$ cat src/rtl/fifo_axis_pkg.sv
// Shared constants for the async-FIFO read-side AXI-Stream drain engine.
// Latency: n/a (package only).
// Backpressure: n/a (package only).
package fifo_axis_pkg;

  // Default FIFO word / stream data width.
  localparam int DATA_W_DEF = 16;

  // Default packet-length / beat-counter width; a length of 0 means 2**LEN_W beats.
  localparam int LEN_W_DEF = 8;

  // Skid-buffer occupancy counter width (holds 0, 1 or 2).
  localparam int OCC_W = 2;

  // Occupancy value at which the skid buffer can accept nothing more.
  localparam logic [OCC_W-1:0] OCC_FULL = 2'd2;

  // True when the skid buffer has room for another word.
  function automatic logic occ_has_room(input logic [OCC_W-1:0] occ);
    return (occ < OCC_FULL);
  endfunction

endpackage

$ cat src/rtl/axis_skid_buf2.sv
// Two-entry skid buffer: entry 0 is always the head presented downstream.
// Latency: a word pushed into an empty buffer is visible at head_data the next cycle.
// Backpressure: occupancy is exported; the owner must stop pushing when occ==2.
//
// Ports:
//   clk, resetn      clock and async active-low reset
//   push, push_data  write a word at the tail on this clk edge
//   pop              remove the head word on this clk edge
//   occ              number of valid entries (0..2), registered
//   head_data        oldest entry, registered
module axis_skid_buf2
  import fifo_axis_pkg::*;
#(
  parameter int DATA_W = DATA_W_DEF
) (
  input  logic              clk,
  input  logic              resetn,
  input  logic              push,
  input  logic [DATA_W-1:0] push_data,
  input  logic              pop,
  output logic [OCC_W-1:0]  occ,
  output logic [DATA_W-1:0] head_data
);

  logic [DATA_W-1:0] ent0;
  logic [DATA_W-1:0] ent1;
  logic              push_ok;
  logic              pop_ok;

  // Guard against misuse: never pop an empty buffer, never overfill it.
  assign push_ok   = push && (occ != OCC_FULL);
  assign pop_ok    = pop && (occ != '0);
  assign head_data = ent0;

  always_ff @(posedge clk or negedge resetn) begin
    if (!resetn) begin
      occ  <= '0;
      ent0 <= '0;
      ent1 <= '0;
    end else begin
      unique case ({push_ok, pop_ok})
        2'b10: begin
          // Fill the first free slot.
          if (occ == '0) ent0 <= push_data;
          else           ent1 <= push_data;
          occ <= occ + OCC_W'(1);
        end
        2'b01: begin
          // Shift the second entry forward; stale copy in ent1 is harmless.
          ent0 <= ent1;
          occ  <= occ - OCC_W'(1);
        end
        2'b11: begin
          // Push and pop together: occupancy unchanged, streaming 1 word/cycle.
          if (occ == OCC_W'(1)) begin
            ent0 <= push_data;
          end else begin
            ent0 <= ent1;
            ent1 <= push_data;
          end
        end
        default: begin
        end
      endcase
    end
  end

endmodule

$ cat src/rtl/fifo_axis_reader.sv
// Drains the async FIFO read port into an AXI-Stream master framed into packets of pkt_len beats.
// Latency: FIFO word popped on cycle N appears on m_axis_tdata in cycle N+1 (empty buffer).
// Backpressure: 2-entry skid buffer absorbs tready stalls; rd_en depends only on occupancy, never on tready.
//
// Ports:
//   clk, resetn              read-domain clock, async active-low reset
//   fifo_empty/rd_en/rd_data FIFO read port; rd_data valid in the cycle rd_en is high
//   pkt_len                  beats per packet, sampled while at beat 0 (0 = 2**LEN_W)
//   m_axis_t*                AXI-Stream master (tdata, tvalid, tready, tlast)
//   beat_cnt                 index of the current beat within its packet
//   pkt_done                 one-cycle registered pulse after each tlast handshake
module fifo_axis_reader
  import fifo_axis_pkg::*;
#(
  parameter int DATA_W = DATA_W_DEF,
  parameter int LEN_W  = LEN_W_DEF
) (
  input  logic              clk,
  input  logic              resetn,
  input  logic              fifo_empty,
  output logic              rd_en,
  input  logic [DATA_W-1:0] rd_data,
  input  logic [LEN_W-1:0]  pkt_len,
  output logic [DATA_W-1:0] m_axis_tdata,
  output logic              m_axis_tvalid,
  input  logic              m_axis_tready,
  output logic              m_axis_tlast,
  output logic [LEN_W-1:0]  beat_cnt,
  output logic              pkt_done
);

  logic [OCC_W-1:0] occ;
  logic [LEN_W-1:0] len_q;
  logic             hs;

  // resetn gates the pop combinationally so nothing leaves the FIFO while in reset.
  assign rd_en = resetn && !fifo_empty && occ_has_room(occ);

  assign m_axis_tvalid = (occ != '0);
  assign hs            = m_axis_tvalid && m_axis_tready;

  // Wraps modulo 2**LEN_W, so len_q==0 marks the last beat at index 2**LEN_W-1.
  assign m_axis_tlast = (beat_cnt == (len_q - LEN_W'(1)));

  axis_skid_buf2 #(
    .DATA_W (DATA_W)
  ) u_skid (
    .clk       (clk),
    .resetn    (resetn),
    .push      (rd_en),
    .push_data (rd_data),
    .pop       (hs),
    .occ       (occ),
    .head_data (m_axis_tdata)
  );

  always_ff @(posedge clk or negedge resetn) begin
    if (!resetn) begin
      len_q    <= '0;
      beat_cnt <= '0;
      pkt_done <= 1'b0;
    end else begin
      // Track pkt_len only between packets; frozen once beat 1 is reached.
      if (beat_cnt == '0) begin
        len_q <= pkt_len;
      end
      if (hs) begin
        beat_cnt <= m_axis_tlast ? '0 : (beat_cnt + LEN_W'(1));
      end
      pkt_done <= hs && m_axis_tlast;
    end
  end

endmodule
$ cat config.mk
export PLATFORM = sky130hd
export DESIGN_NAME = fifo_axis_reader
export DESIGN_NICKNAME = d
export VERILOG_FILES = /design/src/rtl/fifo_axis_pkg.sv /design/src/rtl/axis_skid_buf2.sv /design/src/rtl/fifo_axis_reader.sv
export SDC_FILE = /design/constraint.sdc
export NUM_CORES = 1
export LEC_CHECK = 0
export ABC_CLOCK_PERIOD_IN_PS = 8000
export CORE_MARGIN = 2
export CORE_UTILIZATION = 54
export DETAILED_ROUTE_END_ITERATION = 6
export PLACE_DENSITY_LB_ADDON = 0.1
export SKIP_CTS_REPAIR_TIMING = 1
export SYNTH_ARGS = -nofsm -noshare
export SYNTH_HDL_FRONTEND = slang
export SYNTH_SLANG_ARGS = --single-unit
export TNS_END_PERCENT = 100
$ cat constraint.sdc
create_clock -name clk -period 8 [get_ports clk]
set_clock_uncertainty 0.2 [all_clocks]
set_input_delay 1.2 -clock clk [delete_from_list [all_inputs] [get_ports clk]]
set_output_delay 1.2 -clock clk [all_outputs]
set_load 0.01 [all_outputs]
==> results.toml, run 1 <==
[outcome]
status = "finished, final reports clean"

[critical_path]
cp_max_fo = 8
crit_slowest_cell = "or4_2"
cp-end-kind = "output port"
cpPeakStageDelay_ns = 0.65
crit_chain = "inv_1 -> ha_1 -> xnor2_1 -> or4_2 -> a31o_2 -> nor2_4 -> clkdlybuf4s50_1"
cp.required_ns = 6.60
r2r_setup_slack_ns = 4.69
path_class = "flop to output port"
arrival_ns = 2.88
start_kind = "flop"

[layout]
area_growth_pct = 25.0
mostFrequentLayoutCells = "clkdlybuf4s50_1 (54), dfrtp_1 (51), nand2_1 (31)"
seqCellArea_um2 = 1280
drive_gt1_share_pct = 15.3
final_util_pct = 69.3
multi_input_area_um2 = 1210
fin_area_um2 = 3230
num_antenna_cells = 0
fill_cells = 395
nets = 331
layout_commonest_cell = "clkdlybuf4s50_1"

[place]
post-place-ws_ns = 3.65
portBuffers = 55
dpl.hpwl_um = 3510
gp_congestion = 0.780
placed_cell_area_um2 = 3150

[global_routing]
grt_pass1_wl_um = 8830
grt_pass1_vias = 1961
grt_max_degree = 53
grt.total_usage_pct = 21.1
overflow = 0
grt_antenna_before_repair = 0

[synthesis]
synth_nets = 277
synthesis.area_um2 = 2580
yosys_warnings = 0
synth_ff_type = "dfrtp_1"
avgSynthCellArea_um2 = 10.8
ys_types = 41
ys_seq_area_share_pct = 49.4
synthArstFlopShare_pct = 100
synth_edf_count = 0
yosys_register_bits = 51
syn_inst = 240

[cts]
clock-sinks = 51
clk_latency_ns = 0.29
cts_tree = "built"
clkTransAtPathRegs_ns = 0.09
clockRootBuffer = "clkbuf_8"
htree_levels = 2
cts_buffer_depth = 2
numCtsBuffers = 5

[power]
p_leak_uw = 0.00133
powerDensity_nw_per_um2 = 302
ir_worst_vdd_v = 0.000202
finalPower_uw = 974

[timing]
finalSetupViolCount = 0
worstMarginPinSlew_ns = 1.16
setup-tns-final_ns = 0
layout_setup_ws_ns = 3.72
post-route-period-util_pct = 53.5
slew_violations = 0
rsz0062_at_grt = "no"
min_period_ns = 4.28
hold_viol = 0
slew_headroom_pct = 22.6
clock.fmax_ghz = 0.234

[routing]
detail_route.wl_per_cell_um = 14.3
via_count = 1984
first_iter_violations = 113
drtPass1Iterations = 4
remaining_drc_errors = 0
postRouteAntennaNets = 0
via_per_inst = 5.68
wl_um = 4990

[min_path]
hold_class = "flop to flop"

[floorplanning]
die_area_um2 = 5350
start_util_pct = 55.4
row_count = 25
core-area_um2 = 4660
die_y_um = 73.2
pin_count = 56
die_w_um = 73.2

[job]
cap_violations = 0
state kept, by name, indices dropped and copies added (netlist names):
signal,flops
beat_cnt,8
pkt_done,1
u_skid.head_data,16
len_q,8
u_skid.occ,2
u_skid.ent1,16
metal layers:
layer	vias to the layer above	part of all wire [%]	global-route usage, %	wire (um)
met3	6	4.4	3.18	219
li1	957	-	-	-
met5	-	0	0	0
met1	972	45	28.9	2260
met4	0	1.4	8.23	68
met2	49	49	33.9	2450
report_power, final:
group,switching (uW),internal (uW),total [uW]
Sequential,74.8,356,430
Clock,78.6,61.6,140
Combinational,186,218,403
Total,339,635,974
kinds of logic (layout without fill, tap and decap cells):
kind of cell / Yosys count / in the layout / share of synthesized area, %
compound gates: 55 / 55 / 13.4
xor+xnor: 11 / 11 / 3.73
fa+ha+maj: 9 / 9 / 4.36
buf+inv: 20 / 75 / 4.02
flops: 51 / 51 / 49.4
mux: 26 / 26 / 11.3
simple gates: 68 / 68 / 13.8
final timing paths:
path	endpoint	from	cells after the start
setup / recovery	m_axis_tlast	len_q[0]$_DFFE_PN0N_	7
max in group asynchronous	len_q[3]$_DFFE_PN0N_	resetn	2
min in group asynchronous	u_skid.occ[1]$_DFFE_PN0P_	resetn	2
hold reg to reg	u_skid.head_data[15]$_DFFE_PN0P_	u_skid.head_data[15]$_DFFE_PN0P_	2
hold / removal	u_skid.head_data[15]$_DFFE_PN0P_	u_skid.head_data[15]$_DFFE_PN0P_	2
setup reg to reg	u_skid.head_data[3]$_DFFE_PN0P_	u_skid.occ[0]$_DFFE_PN0P_	10
Yosys cell counts (5+ instances only):
cell	count	share of area, %
o21ai_0	27	5.2
mux2_2	25	11
nand2_1	31	4.5
ha_1	9	4.4
clkbuf_1	6	0.87
nor2_1	7	1.0
inv_1	9	1.3
dfrtp_1	51	49
a22oi_1	16	4.7
xnor2_1	11	3.7
nor3_1	6	1.2
nand3_1	5	0.97
worst max-delay path, delay by kind of cell (launching register included):
family          cells  cell delay [ns]
flops               1             0.44
fa+ha+maj           1             0.30
buf+inv             2             0.62
simple gates        2             0.79
compound gates      1             0.32
xor+xnor            1             0.12
final cells by class:
cell class                 instances  area share (%)
inverter                          10            1.16
multi-input combinational        169            37.3
clock buffer                       7            2.36
sequential                        51            39.5
timing repair buffer              57            17.4
clock inverter                     1           0.155
tap                               54            2.09
through the flow:
stage	hold WS, ns	cells
floorplan	0.273	240
global placement	0.262	341
detailed placement	0.276	341
CTS	0.296	349
global route	0.316	349
finish	0.288	349
No activity file was read; power rests on OpenSTA's default activity.
==> run 2, diff against run 1 <==
ABC_CLOCK_PERIOD_IN_PS = 4200   (was 8000)
CORE_UTILIZATION = 51   (was 54)
clock period = 4.2 ns   (was 8 ns; I/O delays follow)
==> run 2 against run 1 <==
Against the previous run: core utilization shrank 1.2 points; hold slack lost 0.0067 ns; register-to-register slack lost 3.5 ns; die area grew 5.6%; sequential share of layout area shrank 0.59 points.
==> results.toml, run 2 (synthesis results as in run 1) <==
[global_routing]
grt_pass1_vias = 1797
overflow = 0
grt_pass1_wl_um = 8180
grt_antenna_before_repair = 0
grt_max_degree = 52
grt.total_usage_pct = 19.1

[power]
sw_frac_of_total_pct = 34.8
clkPwrFrac_pct = 15.7
p_int_uw = 1230
ir_worst_vdd_v = 0.000482
p_seq_share_pct = 43.0
p_leak_uw = 0.00134
combPwrFrac_pct = 41.3
switchingPower_uw = 658
powerDensity_nw_per_um2 = 577

[timing]
hold_viol = 0
setup-tns-final_ns = 0
rsz0062_at_grt = "no"
min_period_ns = 3.69
clock.fmax_ghz = 0.271
finalSetupViolCount = 0
slew_headroom_pct = 25.6
worstMarginPinSlew_ns = 1.11
post-route-period-util_pct = 87.9
slew_violations = 0

[critical_path]
reg2reg_to = "u_skid.head_data[11]$_DFFE_PN0P_"
path_class = "flop to output port"
reg2reg_depth = 11
cp_max_fo = 8
r2r_start = "u_skid.occ[0]$_DFFE_PN0P_"
cp-end-kind = "output port"
start_kind = "flop"
cp.required_ns = 3.37
r2r_setup_slack_ns = 1.21
crit_slowest_cell = "or4_2"
crit_chain = "inv_1 -> ha_1 -> xnor2_1 -> or4_2 -> a31o_2 -> nor2_4 -> clkdlybuf4s50_1"
cpPeakStageDelay_ns = 0.64
arrival_ns = 2.86

[floorplanning]
row_count = 25
start_util_pct = 53.6
die_w_um = 75.2
die_y_um = 75.2
die_area_um2 = 5650
core-area_um2 = 4820
pin_count = 56

[layout]
area_growth_pct = 26.9
stdcell_count = 364
drive_gt1_share_pct = 16.5
layout_commonest_cell = "clkdlybuf4s50_1"
fill_cells = 405
final_util_pct = 68.1
nets = 333
mostFrequentLayoutCells = "clkdlybuf4s50_1 (54), dfrtp_1 (51), nand2_1 (31)"
num_antenna_cells = 0
multi_input_area_um2 = 1210
seqCellArea_um2 = 1280

[min_path]
hold_path_depth = 2
min_from = "u_skid.head_data[10]$_DFFE_PN0P_"
hold_class = "flop to flop"
worstHoldEndpoint = "u_skid.head_data[10]$_DFFE_PN0P_"

[routing]
detail_route.wl_per_cell_um = 13.8
via_per_inst = 5.43
via_count = 1977
first_iter_violations = 112
drtPass1Iterations = 4
postRouteAntennaNets = 0
wl_um = 5040
remaining_drc_errors = 0

[job]
cap_violations = 0

[cts]
clkTransAtPathRegs_ns = 0.09
numCtsBuffers = 5
clockRootBuffer = "clkbuf_8"
htree_levels = 2
clock-sinks = 51
cts_tree = "built"
clk_latency_ns = 0.30
cts_buffer_depth = 2

[place]
place_inst = 356
portBuffers = 55
dpl.hpwl_um = 3530
gp_congestion = 0.801

[outcome]
status = "finished, final reports clean"
## run 2: layout make-up
class	count	area share [%]
clock buffers	6	2.52
inverters	10	1.15
clock inverters	2	0.496
repair buffers	59	17.6
flip-flops and latches	51	38.9
multi-input cells	169	36.8
well taps	67	2.56
## run 2: per-layer routing
| metal | share of wire [%] | wire [um] | global-route usage [%] | vias up |
|---|---|---|---|---|
| met5 | 0 | 0 | 0 | - |
| met2 | 48 | 2420 | 30.7 | 44 |
| met4 | 0.85 | 43 | 6.43 | 0 |
| met1 | 46 | 2340 | 26.0 | 961 |
| met3 | 4.8 | 240 | 3.88 | 4 |
| li1 | - | - | - | 968 |
## run 2: per-stage QoR
step,total power (uW),hold slack [ns],area (um2),setup slack [ns]
2_1_floorplan,1280,0.134,2580,1.24
4_1_cts,1920,0.291,3280,0.485
3_3_place_gp,1580,0.260,3180,0.839
6_report,1890,0.282,3280,0.506
5_1_grt,2050,0.314,3280,0.369
3_5_place_dp,1610,0.269,3180,0.802
## run 2: power groups by stage
stage / registers [uW] / clock network (uW) / logic, uW
final: 813 / 297 / 782
after global placement: 818 / 0 / 767
after detailed placement: 824 / 0 / 787
after floorplan: 828 / 0 / 457
after global routing: 835 / 336 / 875
after CTS: 814 / 311 / 793
## run 2: worst max-delay path: cells and delay by family (launching register included)
family | cells | cell delay [ns]
AND/OR/NAND/NOR | 2 | 0.78
buffers and inverters | 2 | 0.60
flip-flops | 1 | 0.43
AO/OA/AOI/OAI | 1 | 0.32
adder cells (fa/ha/maj) | 1 | 0.30
XOR/XNOR | 1 | 0.13
## run 2: worst max-delay path by stage
stage,slack (ns),to,start,cells past startpoint
after detailed placement,0.80,u_skid.head_data[11]$_DFFE_PN0P_,fifo_empty,8
after global placement,0.84,m_axis_tlast,len_q[0]$_DFFE_PN0N_,7
after CTS,0.49,m_axis_tlast,len_q[0]$_DFFE_PN0N_,7
final,0.51,m_axis_tlast,len_q[0]$_DFFE_PN0N_,7
after floorplan,1.24,u_skid.ent1[10]$_DFFE_PN0P_,u_skid.occ[0]$_DFFE_PN0P_,9
after global routing,0.37,m_axis_tlast,len_q[0]$_DFFE_PN0N_,7
==> run 3, diff against run 2 <==
SKIP_CTS_REPAIR_TIMING = unset   (was 1)
==> results of run 3 <==
Final layout, timing and power as in run 2 (identical DEF).
